## src/rtl/acc_core_seq.sv

```systemverilog
// Multi-cycle accumulator sequencer: fetch/decode/execute over a shared RAM
// with the W register and carry/zero flags mirrored into memory-mapped words.
module acc_core_seq (
  input  logic        clk,
  input  logic        reset_bar,
  output logic [10:0] mem_addr,
  input  logic [15:0] mem_rdata,
  output logic [15:0] mem_wdata,
  output logic        mem_we,
  output logic [15:0] wreg,
  output logic        flag_c,
  output logic        flag_z,
  output logic [8:0]  pc,
  output logic        halted,
  output logic        illegal
);

  typedef enum logic [2:0] {
    S_FETCH, S_FWAIT, S_DECODE, S_OWAIT, S_EXEC, S_STORE, S_HALT
  } state_t;

  typedef enum logic [4:0] {
    OP_NOP  = 5'h00, OP_LDI  = 5'h01, OP_LDW  = 5'h02, OP_STW  = 5'h03,
    OP_ADDW = 5'h04, OP_SUBW = 5'h05, OP_ANDW = 5'h06, OP_ORW  = 5'h07,
    OP_XORW = 5'h08, OP_ADCW = 5'h09, OP_JMP  = 5'h0A, OP_JZ   = 5'h0B,
    OP_JC   = 5'h0C, OP_HALT = 5'h1F
  } opcode_t;

  localparam logic [10:0] ADDR_FLAG_C = 11'h201;
  localparam logic [10:0] ADDR_FLAG_Z = 11'h202;

  state_t      state;
  // Only the opcode of the latched instruction is needed after decode;
  // the operand has already been driven onto mem_addr by then.
  logic [4:0]  ir_op;

  logic [4:0]  dec_op;
  logic [10:0] dec_opd;
  logic [8:0]  pc_next;
  logic        take;
  logic [16:0] sum;
  logic [15:0] alu_w;
  logic        alu_c;

  assign dec_op  = mem_rdata[15:11];
  assign dec_opd = mem_rdata[10:0];
  assign pc_next = pc + 9'd1;

  // Branch condition for the instruction currently on mem_rdata.
  always_comb begin
    take = 1'b0;
    case (dec_op)
      OP_JMP:  take = 1'b1;
      OP_JZ:   take = flag_z;
      OP_JC:   take = flag_c;
      default: take = 1'b0;
    endcase
  end

  // 17-bit ALU for the execute cycle; C passes through for logical ops/LDW.
  always_comb begin
    sum   = '0;
    alu_w = wreg;
    alu_c = flag_c;
    case (ir_op)
      OP_LDW:  alu_w = mem_rdata;
      OP_ADDW: begin
        sum   = {1'b0, wreg} + {1'b0, mem_rdata};
        alu_w = sum[15:0];
        alu_c = sum[16];
      end
      OP_SUBW: begin
        sum   = {1'b0, wreg} - {1'b0, mem_rdata};
        alu_w = sum[15:0];
        alu_c = ~sum[16];
      end
      OP_ANDW: alu_w = wreg & mem_rdata;
      OP_ORW:  alu_w = wreg | mem_rdata;
      OP_XORW: alu_w = wreg ^ mem_rdata;
      OP_ADCW: begin
        sum   = {1'b0, wreg} + {1'b0, mem_rdata} + {16'b0, flag_c};
        alu_w = sum[15:0];
        alu_c = sum[16];
      end
      default: ;
    endcase
  end

  // Sequencer FSM with all outputs registered.
  always_ff @(posedge clk or negedge reset_bar) begin
    if (!reset_bar) begin
      state     <= S_FETCH;
      ir_op     <= '0;
      mem_addr  <= '0;
      mem_wdata <= '0;
      mem_we    <= 1'b0;
      wreg      <= '0;
      flag_c    <= 1'b0;
      flag_z    <= 1'b0;
      pc        <= '0;
      halted    <= 1'b0;
      illegal   <= 1'b0;
    end else begin
      case (state)
        S_FETCH: begin
          mem_addr <= {2'b00, pc};
          state    <= S_FWAIT;
        end
        S_FWAIT: state <= S_DECODE;
        S_DECODE: begin
          ir_op    <= dec_op;
          pc       <= pc_next;
          mem_addr <= {2'b00, pc_next};
          state    <= S_FWAIT;
          case (dec_op)
            OP_NOP: ;
            OP_LDI: begin
              wreg   <= {5'b0, dec_opd};
              flag_z <= (dec_opd == '0);
            end
            OP_JMP, OP_JZ, OP_JC: begin
              if (take) begin
                pc       <= dec_opd[8:0];
                mem_addr <= {2'b00, dec_opd[8:0]};
              end
            end
            OP_LDW, OP_ADDW, OP_SUBW, OP_ANDW, OP_ORW, OP_XORW, OP_ADCW: begin
              mem_addr <= dec_opd;
              state    <= S_OWAIT;
            end
            OP_STW: begin
              mem_addr  <= dec_opd;
              mem_wdata <= wreg;
              mem_we    <= 1'b1;
              state     <= S_STORE;
              // Flag stores land here so the flag is settled before the write negedge.
              if (dec_opd == ADDR_FLAG_C) flag_c <= wreg[0];
              if (dec_opd == ADDR_FLAG_Z) flag_z <= wreg[0];
            end
            OP_HALT: begin
              halted   <= 1'b1;
              mem_addr <= mem_addr;
              state    <= S_HALT;
            end
            default: illegal <= 1'b1;
          endcase
        end
        S_OWAIT: state <= S_EXEC;
        S_EXEC: begin
          wreg     <= alu_w;
          flag_c   <= alu_c;
          flag_z   <= (alu_w == '0);
          mem_addr <= {2'b00, pc};
          state    <= S_FWAIT;
        end
        S_STORE: begin
          mem_we   <= 1'b0;
          mem_addr <= {2'b00, pc};
          state    <= S_FWAIT;
        end
        S_HALT: ;
        default: state <= S_FETCH;
      endcase
    end
  end

endmodule

```

## config.mk

```make
export PLATFORM = sky130hd
export DESIGN_NAME = acc_core_seq
export DESIGN_NICKNAME = d
export VERILOG_FILES = /design/src/rtl/acc_core_seq.sv
export SDC_FILE = /design/constraint.sdc
export NUM_CORES = 1
export LEC_CHECK = 0
export CAP_MARGIN = 20
export CORE_AREA = 4 4 110 112
export DETAILED_ROUTE_END_ITERATION = 8
export DIE_AREA = 0 0 114 116
export PLACE_DENSITY = 0.83
export SETUP_SLACK_MARGIN = 0.2
export SLEW_MARGIN = 20
export SYNTH_ARGS = -nofsm -noshare
export SYNTH_HDL_FRONTEND = slang
export SYNTH_SLANG_ARGS = --single-unit
```

## constraint.sdc

```tcl
create_clock -name clk -period 10.5 [get_ports clk]
set_input_delay 2.1 -clock clk [delete_from_list [all_inputs] [get_ports clk]]
set_output_delay 2.1 -clock clk [all_outputs]
set_load 0.05 [all_outputs]
```

* After elaboration in Yosys (flattened, before gate mapping)
Index checks and enable logic that the tools add are counted.
** Word-level totals
- Input bits :: 18
- Logic and storage cells :: 95
- Output and inout port bits :: 57
- Register bits :: 65
** Operators by class
- Mux-type cells :: 20
- Eq/ne operators :: 35
- Add/subtract/negate cells :: 4
- Reduce and logical (&&, ||, !) cells :: 20
- Bitwise gates (word level) :: 5
** Operator list (number)
- 16-bit case mux with 7 select lines :: 1
- 5-bit by 3-bit equality test with 1-bit output, second input constant :: 8
- 5-bit by 4-bit equality test with 1-bit output, second input constant :: 7
- 11-bit case mux with 3 select lines :: 1
- 16-bit case mux with 2 select lines :: 1
- 9-bit 2-to-1 mux :: 3
- 11-bit by 10-bit equality test with 1-bit output, second input constant :: 2
- 11-bit case mux with 2 select lines :: 1
- 16-bit by 16-bit adder with 17-bit output :: 1
- 17-bit by 1-bit adder with 17-bit output :: 1
- 16-bit by 16-bit subtractor with 17-bit output :: 1
- 16-bit AND :: 1
- 16-bit logical NOT :: 1
- 16-bit 2-to-1 mux :: 1
- 16-bit bitwise OR :: 1
- 16-bit XOR :: 1
- 5-bit by 2-bit equality test with 1-bit output, second input constant :: 3
- 3-bit case mux with 5 select lines :: 1
- 14-bit OR reduction :: 1
- 2-bit AND reduction :: 6
- 11-bit logical NOT :: 1
- 9-bit by 1-bit adder with 9-bit output, second input constant :: 1
- 3-bit equality test, second input constant :: 3
- 3-bit case mux with 3 select lines :: 1
- other kinds (21) :: 35

* Longest topological paths before layout
Gate-level depths: netlist (run 1).
- Depth after elaboration :: 5
- Gate-level depth with buffers :: 14
- Depth with buffers taken out :: 14

* Least setup slack after synthesis (run 1)
No wires, ideal clock.
- Kind :: input to register
- Start point :: in mem_rdata[0]
- End point :: reg flag_z
- Buffers on the path :: 0
- Cell stages on the path :: 11
- Data arrival time :: 5.184 ns
- Required time :: 10.434 ns
- Library setup time :: 0.066 ns
- Setup slack :: 5.249 ns
- Cells stage by stage :: ha_1 fa_1 a211oi_2 o21ai_4 o311ai_2 o41a_1 a31oi_1 o32a_1 or4_1 nor4b_2 a41o_1
** On the way
- Longest elaborated chain between the ends :: 5
- Elaborated cells on any way between the ends :: 14
- Those cells by class :: add/sub (3); eq/ne (2); mux (3); bitwise (3); reduce/logical (3)
** RTL lines
- start: declaration :: line 7 : input logic [15:0] mem_rdata,
- 16-bit by 16-bit adder with 17-bit output :: line 68, 81
- 17-bit by 1-bit adder with 17-bit output :: line 81 : sum = {1'b0, wreg} + {1'b0, mem_rdata} + {16'b0, flag_c};
- 16-bit case mux with 7 select lines :: line 65 : case (ir_op)
- 16-bit logical NOT :: line 152 : flag_z <= (alu_w == '0);
- 1-bit case mux with 2 select lines :: line 104 : case (state)
- end signal: assignment :: line 119 : flag_z <= (dec_opd == '0);
- end signal: assignment :: line 138 : if (dec_opd == ADDR_FLAG_Z) flag_z <= wreg[0];
- end signal: assignment :: line 152
- end: declaration :: line 12 : output logic flag_z,
Several ways; a longest one is shown, not always the timed one.
A chain may end at the register's enable or synchronous reset.

* Worst setup path in the final report (run 1)
- Start point :: in mem_rdata[1]
- End point :: reg flag_z
Same word-level chain as after synthesis.

==> results of run 1 <==
Yosys cell counts, drive strengths merged (6+ instances only):
cell,count
a211oi,19
a21o,12
a21oi,85
a221oi,11
a22oi,8
a31oi,6
and3,12
buf,15
clkbuf,39
dfrtp,65
ha,51
inv,55
mux2i,8
nand2,86
nand2b,10
nand3,20
nand3b,6
nand4,8
nor2,75
nor2b,6
nor3,18
nor4,14
o211ai,12
o21ai,76
o221ai,7
o22ai,7
xnor2,30
xor2,7
layout make-up:
class / count / area (sq um) / share of cell area, %
Multi-Input combinational cell: 676 / 4510 / 58.8
Clock buffer: 10 / 239 / 3.12
Sequential cell: 65 / 1630 / 21.2
Timing Repair Buffer: 89 / 848 / 11.1
Inverter: 55 / 206 / 2.69
Clock inverter: 6 / 65.1 / 0.848
Tap cell: 143 / 179 / 2.33
metrics by stage:
step / hold WS (ns) / instance area, sq um / worst slack, ns / std cells / utilization, %
2_1_floorplan: 0.582 / 6550 / 5.25 / 850 / -
3_3_place_gp: 0.446 / 7360 / 4.24 / 1028 / 65.6
3_5_place_dp: 0.466 / 7360 / 4.13 / 1028 / 65.6
4_1_cts: 0.484 / 7660 / 4.45 / 1044 / 68.3
5_1_grt: 0.510 / 7670 / 4.19 / 1044 / 68.4
6_report: 0.482 / 7670 / 4.37 / 1044 / 68.4
flip-flops by register name, summed over array words and instances, names as in the netlist:
| signal | flops |
|---|---|
| state | 3 |
| flag_z | 1 |
| ir_op | 5 |
| mem_we | 1 |
| illegal | 1 |
| halted | 1 |
| mem_addr | 11 |
| mem_wdata | 16 |
| flag_c | 1 |
| pc | 9 |
| wreg | 16 |
layout by cell type, fill, tap and decap left out, drive strengths merged, types with 7 or more instances in the layout:
cell type       n
nand2          86
a21oi          85
o21ai          76
nor2           75
clkdlybuf4s50  73
dfrtp          65
inv            56
ha             51
xnor2          30
nand3          20
a211oi         19
nor3           18
buf            16
nor4           14
and3           12
a21o           12
o211ai         12
a221oi         11
nand2b         10
clkbuf         10
a22oi           8
mux2i           8
nand4           8
o22ai           7
o221ai          7
xor2            7
path summary, 6_finish.rpt:
kind | endpoint | cells after the start | startpoint | slack, ns
max in group asynchronous | wreg[2] | 2 | reset_bar | 7.94
setup reg to reg | flag_z | 12 | wreg[0] | 6.42
setup / recovery | flag_z | 13 | mem_rdata[1] | 4.37
hold reg to reg | halted | 1 | halted | 0.48
min in group asynchronous | mem_wdata[10] | 2 | reset_bar | 1.96
hold / removal | halted | 1 | halted | 0.48
power by group through the flow:
stage | Sequential, W | Clock, W | Combinational [W]
after floorplan | 0.000743 | 0 | 0.00112
after global placement | 0.000503 | 0 | 0.00185
after detailed placement | 0.000512 | 0 | 0.00187
after CTS | 0.000511 | 0.000318 | 0.00188
after global routing | 0.000534 | 0.000325 | 0.00205
final | 0.000516 | 0.000316 | 0.00191
cell families (layout without fill, tap and decap cells):
logic type / after synthesis / count (layout)
AO/OA/AOI/OAI: 295 / 295
AND/OR/NAND/NOR: 279 / 279
buffers and inverters: 109 / 160
flip-flops: 65 / 65
adder cells (fa/ha/maj): 53 / 53
XOR/XNOR: 37 / 37
multiplexers: 12 / 12
routing by layer:
layer / part of all wire [%] / vias to the layer above / wire length [um] / global-route usage [%]
met5: 0 / - / 0 / 0
met4: 4.5 / 0 / 1010 / 18.1
met3: 9.9 / 92 / 2220 / 7.10
met2: 45 / 440 / 10100 / 52.3
met1: 41 / 3263 / 9170 / 46.4
li1: - / 3177 / - / -
worst max-delay path, cell delays in order:
cell,delay (ns)
clkdlybuf4s50_1,0.74
inv_1,0.20
ha_1,0.38
a211oi_2,0.38
o211ai_1,0.23
a211oi_2,0.39
xnor2_1,0.27
o41a_1,0.21
a31oi_1,0.04
o32a_1,0.37
or4_1,0.57
nor4b_2,0.31
a41o_1,0.22
==> out/qor.csv, run 1 <==
metric,value,unit
status,finished clean,
Cells after Synth,850,
Pint,0.00123,W
Worst Skew,0.00614,ns
# H-tree levels,3,
core box area,11200,sq um
routability cong.,0.993,
largest net degree at the start of global routing,66,
part of the power in combinational logic,69.7,%
Tot Pwr,0.00274,W
power per cell area,358,nW/um^2
"top cells by area, synth","dfrtp_1 25%, ha_1 9.7%, a21oi_1 6.4%",
syn avg cell area,7.70,sq um
n_diodes,0,
Async SR Flop Fraction,100,%
first-pass GRT wire length,35.5,mm
Iter 0 DRT Violations,950,
Die Y,116,um
HP Class,reg2reg,
synthesized cell area,6550,sq um
count of different cell masters after synthesis,84,
routed via count,6972,
vias in the first global route,6710,
number of buffers added for setup after CTS,0,
num rows,39,
initial antenna violation count,0,
via/cell ratio,6.68,
Buffers on Ports,74,
Synth Register Bits,65,
total net switching power,0.00151,W
die area,13200,sq um
drt total wl,22.5,mm
maximum vdd drop,292,uV
Sink Count,65,
"Arr. time, crit path",6.42,ns
Starting Density,58.3,%
warning count from the yosys run,0,
ys flop type,dfrtp_1,
# DRC,0,
post-synthesis compound-gate area fraction,30.0,%
Tmin final,6.13,ns
Clk network pwr share,11.5,%
Max clock buf depth,2,
gr ovfl total,0,
GRT Total Usage,34.5,%
Mapped Nets,921,
Area Overhead vs Synth,17.2,%
largest family of logic cells by synthesized area,compound AO/OA/AOI/OAI gates,
Fill cells,937,
"Hold Vio Cnt, Final",0,
CP endpoint kind,flip-flop,
Net Sw Frac,55.2,%
DP HPWL,16.2,mm
post-route setup TNS,0,ns
fmax,0.163,GHz
TritonCTS buffer count,9,
Synth top area share,24.8,%
share of layout cells above drive strength 1,7.88,%
Clock Pin Slew Worst Setup and Hold Paths,0.06,ns
WS Path Type,in2reg,
clk_lat worst skew,0.35,ns
Top Ports,75,
"Req. time, crit path",10.79,ns
mux cell area share after synthesis,1.91,%
biggest fanout along the worst timing path,9,
measured slew at the worst slew-check pin,0.914,ns
Post-synth EDFFs,0,
Die Wd,114,um
normalized max-slew margin,39.1,%
clock root cell,clkbuf_16,
max-cap viol count,0,
NumNets Final,967,
Routed WL per cell,21.5,um
CTS tree,yes,
Final setup viols,0,
RSZ-0062 raised after global routing,no,
Max Slew Vio Count,0,
Final ANT Viol Nets,0,
Simple-Gate Fraction of Synth Area,20.8,%
post-route clock period utilization,58.4,%
Worst setup SP type,primary input,
# resized after CTS,0,
"area leader, netlist",dfrtp_1,
register area share after synthesis,24.8,%
Reg power frac,18.8,%
# hold bufs at CTS,0,
XOR/XNOR Fraction of Synth Area,5.29,%
adder-cell area share of the yosys netlist,10.4,%
leakage power,3.16,nW
1st-pass router iterations,6,
Power figures use the tool's default switching activity.
==> inputs of run 2 (changes only) <==
Settings changed: CORE_AREA 4 4 110 112 to 4 4 118 120, DIE_AREA 0 0 114 116 to 0 0 122 124, PLACE_DENSITY 0.83 to 0.76.
Clock period 10.5 ns to 5.3 ns, I/O delays scaled along.
==> run 2 against run 1 <==
  * Die area rose by 14%
  * Via count is 1.4% lower
  * Final cell count rose by 5.5%
  * Sequential power is 98% higher
  * Wire length increased by 1.7%
  * Global-route usage down 3.9 points
  * Clock skew up 0.0047 ns
  * Critical path depth unchanged
  * Combinational power grew 100%
  * Final area up 2.7%
  * Setup slack lost 3.9 ns
  * Worst hold slack lost 0.0084 ns
  * Highest routed layer unchanged
==> out/qor.csv, run 2 (synthesis gave the netlist of run 1 again) <==
metric,value,unit,change
Sink Count,65,,unchanged
Net Sw Frac,54.8,%,-0.46 points
drt total wl,22.8,mm,+1.7%
n_diodes,0,,unchanged
routed via count,6874,,-1.4%
Clk network pwr share,11.3,%,-0.2 points
Clock Pin Slew Worst Setup and Hold Paths,0.06,ns,about the same
share of layout cells above drive strength 1,10.2,%,+2.3 points
initial antenna violation count,0,,unchanged
Reg area,1630,sq um,unchanged
multi-input logic area,4500,sq um,-0.14%
gr ovfl total,0,,unchanged
normalized max-slew margin,40.4,%,+1.3 points
Routed WL per cell,20.8,um,-3.6%
WS Path Type,in2reg,,
total net switching power,0.00300,W,+98%
core box area,13000,sq um,+16%
Pint,0.00248,W,+100%
most frequent cells in the layout,"86 x nand2_1, 84 x a21oi_1, 74 x nor2_1",,
maximum vdd drop,454,uV,+55%
GRT Total Usage,30.6,%,-3.9 points
Die Wd,122,um,+7.0%
Die Y,124,um,+6.9%
max-cap viol count,0,,unchanged
Starting Density,50.4,%,-7.9 points
largest net degree at the start of global routing,66,,unchanged
clock root cell,clkbuf_16,,
measured slew at the worst slew-check pin,0.895,ns,-0.0190 ns
first-pass GRT wire length,35.6,mm,+0.25%
# H-tree levels,3,,unchanged
Worst Skew,0.0109,ns,+0.00474 ns
biggest fanout along the worst timing path,4,,-5
routability cong.,1.06,,+6.3%
RSZ-0062 raised after global routing,no,,
Tmin final,4.82,ns,
"commonest non-fill, non-tap cell in the layout",nand2_1,,
Buffers on Ports,74,,unchanged
TritonCTS buffer count,9,,unchanged
CTS tree,yes,,
number of buffers added for setup after CTS,0,,unchanged
num rows,42,,+7.7%
via/cell ratio,6.24,,-6.5%
registers with the most flip-flops,"mem_wdata x16, wreg x16, mem_addr x11",,
Worst setup SP type,primary input,,
status,finished clean,,
Reg power frac,18.5,%,-0.3 points
leakage power,3.27,nW,+3.4%
post-route clock period utilization,91.0,%,
CP endpoint kind,flip-flop,,
worst setup margin,0.478,ns,-3.89 ns
# hold bufs at CTS,0,,unchanged
1st-pass router iterations,5,,-1
"Req. time, crit path",5.59,ns,-5.20 ns
Iter 0 DRT Violations,844,,-11%
"Hold Vio Cnt, Final",0,,unchanged
HP Class,reg2reg,,
Fill cells,1241,,+32%
post-route setup TNS,0,ns,unchanged
fmax,0.207,GHz,
Area Overhead vs Synth,20.4,%,
Final setup viols,0,,unchanged
power per cell area,696,nW/um^2,+95%
clk_lat worst skew,0.35,ns,about the same
Setup WS pre-CTS,0.193,ns,-3.93 ns
Max clock buf depth,2,,unchanged
Final ANT Viol Nets,0,,unchanged
"Arr. time, crit path",5.11,ns,-1.31 ns
DP HPWL,16.6,mm,+2.5%
# DRC,0,,unchanged
part of the power in combinational logic,70.2,%,+0.5 points
NumNets Final,991,,+2.5%
die area,15100,sq um,+14%
# resized after CTS,0,,unchanged
Max Slew Vio Count,0,,unchanged
Top Ports,75,,unchanged
vias in the first global route,6409,,-4.5%
## run 2: cell count changes in the layout (fill, tap and decap cells not counted), sizes merged
cell	previous run	this run
buf	16	40
clkinv	3	4
inv	56	55
## run 2: path summary, 6_finish.rpt
kind / from / endpoint / slack (ns) / cells after the start
max in group asynchronous: reset_bar / mem_wdata[4] / 3.79 / 2
min in group asynchronous: reset_bar / wreg[9] / 0.90 / 2
min: halted / halted / 0.47 / 1
min reg2reg: halted / halted / 0.47 / 1
max reg2reg: wreg[0] / flag_z / 1.20 / 11
max: mem_rdata[1] / flag_z / 0.48 / 13
## run 2: final cells by class
| cell class | count | share of cell area [%] |
|---|---|---|
| multi-input combinational | 676 | 57.1 |
| sequential | 65 | 20.6 |
| timing repair buffer | 113 | 13.1 |
| clock buffer | 10 | 2.91 |
| tap | 176 | 2.79 |
| inverter | 55 | 2.62 |
| clock inverter | 6 | 0.873 |
## run 2: routing by layer
layer	up-vias	global-route usage (%)	routed length, um
met3	64	6.95	2380
li1	3242	-	-
met5	-	0	0
met1	3224	42.8	9720
met2	344	46.3	10000
met4	0	11.1	731
## run 2: critical path, stage by stage
cell	delay, ns
clkdlybuf4s50_1	0.57
inv_1	0.16
ha_1	0.36
a211oi_2	0.36
o211ai_1	0.24
a211oi_2	0.35
xnor2_1	0.25
o41a_1	0.22
a31oi_1	0.06
o32a_1	0.38
or4_1	0.60
nor4b_2	0.30
a41o_1	0.20
## run 2: stage by stage
step                      instance area [sq um]  hold slack [ns]  util, %  cells  power (W)
after global placement                     7580            0.451     58.4   1085    0.00479
after floorplan                            6550            0.582        -    850    0.00369
final                                      7880            0.474     60.7   1101    0.00548
after global routing                       7880            0.507     60.7   1101    0.00585
after detailed placement                   7580            0.466     58.4   1085    0.00479
after CTS                                  7880            0.485     60.7   1101    0.00544
## run 2: power groups by stage
stage	clock network [W]	logic (W)	registers, W
finish	0.000619	0.00385	0.00102
global placement	0	0.00377	0.00102
CTS	0.000628	0.00379	0.00101
detailed placement	0	0.00377	0.00102
global route	0.000646	0.00415	0.00105
floorplan	0	0.00222	0.00147
==> inputs of run 3 (changes only) <==
Settings changed: CORE_AREA 4 4 118 120 to 4 4 116 118, CTS_BUF_LIST set to sky130_fd_sc_hd__clkbuf_8, DIE_AREA 0 0 122 124 to 0 0 120 122, PLACE_DENSITY 0.76 to 0.79.
==> run 3 against run 2 <==
  * Final area fell by 1.1%
  * Utilization rose by 1.8 points
  * Total power fell by 3.5%
  * Critical endpoint unchanged
  * Largest cell class unchanged
==> out/qor.csv, run 3 (synthesis gave the netlist of run 1 again) <==
metric,value,unit,change
initial antenna violation count,0,,unchanged
largest net degree at the start of global routing,66,,unchanged
final hold slack,0.468,ns,-0.00637 ns
status,finished clean,,
Starting Density,52.5,%,+2.1 points
Area Overhead vs Synth,19.0,%,
biggest fanout along the worst timing path,9,,+5
Max Slew Vio Count,0,,unchanged
Worst setup SP type,primary input,,
clock root cell,clkbuf_8,,
drt total wl,22.7,mm,-0.77%
"Hold Vio Cnt, Final",0,,unchanged
# H-tree levels,3,,unchanged
post-route cell area,7790,sq um,-1.1%
1st-pass router iterations,6,,+1
NumNets Final,995,,+0.40%
routed via count,6959,,+1.2%
Sink Count,65,,unchanged
Top Ports,75,,unchanged
n_diodes,0,,unchanged
clk_lat worst skew,0.38,ns,+0.03 ns
cell count of the worst reg-to-reg path,11,,unchanged
Worst Skew,0.0191,ns,+0.00824 ns
TritonCTS buffer count,9,,unchanged
hold path depth,1,,unchanged
gr ovfl total,0,,unchanged
registers with the most flip-flops,"mem_wdata x16, wreg x16, mem_addr x11",,
core box area,12500,sq um,-4.0%
Placed Area,7610,sq um,+0.36%
Iter 0 DRT Violations,769,,-8.9%
Final setup viols,0,,unchanged
power per cell area,679,nW/um^2,-2.4%
first-pass GRT wire length,35.6,mm,about the same
worst r2r src,wreg[0],,
Buffers on Ports,74,,unchanged
Die Wd,120,um,-1.6%
Critical R2R Capture,flag_z,,
post-route setup TNS,0,ns,unchanged
normalized max-slew margin,29.9,%,-10 points
measured slew at the worst slew-check pin,1.05,ns,+0.155 ns
DP HPWL,16.6,mm,+0.30%
Reg2Reg Setup Slack,1.26,ns,+0.06 ns
max-cap viol count,0,,unchanged
"Req. time, crit path",5.62,ns,+0.03 ns
RSZ-0062 raised after global routing,no,,
number of buffers added for setup after CTS,0,,unchanged
"commonest non-fill, non-tap cell in the layout",nand2_1,,
# hold bufs at CTS,0,,unchanged
"Arr. time, crit path",5.04,ns,-0.07 ns
Hold EP,halted,,
# DRC,0,,unchanged
fmax,0.212,GHz,+2.3%
Routed WL per cell,20.6,um,-0.77%
num rows,41,,-2.4%
most frequent cells in the layout,"86 x nand2_1, 84 x a21oi_1, 73 x nor2_1, 73 x clkdlybuf4s50_1, 71 x o21ai_0",,
GRT Total Usage,30.9,%,+0.30 points
Tmin final,4.71,ns,-0.108 ns
routability cong.,0.975,,-7.6%
die area,14600,sq um,-3.2%
Die Y,122,um,-1.6%
vias in the first global route,6458,,+0.76%
# resized after CTS,0,,unchanged
Clock Pin Slew Worst Setup and Hold Paths,0.09,ns,+0.03 ns
Fill cells,1128,,-9.1%
CP endpoint kind,flip-flop,,
Max clock buf depth,2,,unchanged
leakage power,3.24,nW,-0.87%
final core utilization,62.5,%,+1.8 points
worst hold start,halted,,
HP Class,reg2reg,,
CTS tree,yes,,
post-route clock period utilization,88.9,%,-2.0 points
WS Path Type,in2reg,,
share of layout cells above drive strength 1,10.7,%,+0.49 points
Final ANT Viol Nets,0,,unchanged
maximum vdd drop,434,uV,-4.3%
via/cell ratio,6.32,,+1.2%
## run 3: changes by cell type in the layout (fill, tap and decap cells not counted)
cell,previous run,this run
clkbuf_8,0,10
nor2_2,1,2
clkbuf_16,9,0
inv_6,0,2
nor2_1,74,73
bufinv_16,1,0
clkinv_4,3,1
clkbuf_1,1,0
buf_4,39,43
inv_1,53,54
## run 3: critical path, stage by stage
cell	delay, ns
clkdlybuf4s50_1	0.46
ha_1	0.27
fa_1	0.50
a211oi_2	0.29
o21ai_4	0.16
o311ai_2	0.59
o41a_1	0.23
a31oi_1	0.05
o32a_1	0.36
or4_1	0.58
nor4b_2	0.29
a41o_1	0.20
## run 3: stage by stage
step / cells / setup slack (ns) / total power (W)
2_1_floorplan: 850 / 1.09 / 0.00369
3_3_place_gp: 1085 / 0.290 / 0.00478
3_5_place_dp: 1085 / 0.242 / 0.00478
4_1_cts: 1101 / 0.633 / 0.00522
5_1_grt: 1101 / 0.433 / 0.00564
6_report: 1101 / 0.586 / 0.00529
## run 3: layer usage
metal / up-vias / routed length (um) / global-route usage [%]
met2: 365 / 10000 / 47.9
met5: - / 0 / 0
li1: 3247 / - / -
met1: 3301 / 10100 / 43.9
met3: 46 / 2040 / 4.74
met4: 0 / 544 / 10.8
## run 3: layout make-up
class,count,area (sq um),area share (%)
multi-input cells,676,4500,57.8
flip-flops and latches,65,1630,20.9
repair buffers,117,1060,13.6
well taps,172,215,2.76
inverters,55,206,2.65
clock buffers,10,138,1.77
clock inverters,6,42.5,0.546
## run 3: report_power, final
part / switching (W) / internal (W) / leakage [nW]
logic: 0.00243 / 0.00142 / 2.35
registers: 0.000322 / 0.000699 / 0.797
clock network: 0.000236 / 0.000184 / 0.0945
total: 0.00299 / 0.00230 / 3.24
## run 3: worst max-delay path by stage
stage	start	endpoint	slack, ns
5_1_grt	mem_rdata[0]	flag_z	0.43
3_3_place_gp	mem_rdata[0]	flag_z	0.29
6_report	mem_rdata[0]	flag_z	0.59
2_1_floorplan	mem_rdata[0]	flag_z	1.09
3_5_place_dp	mem_rdata[0]	flag_z	0.24
4_1_cts	mem_rdata[0]	flag_z	0.63
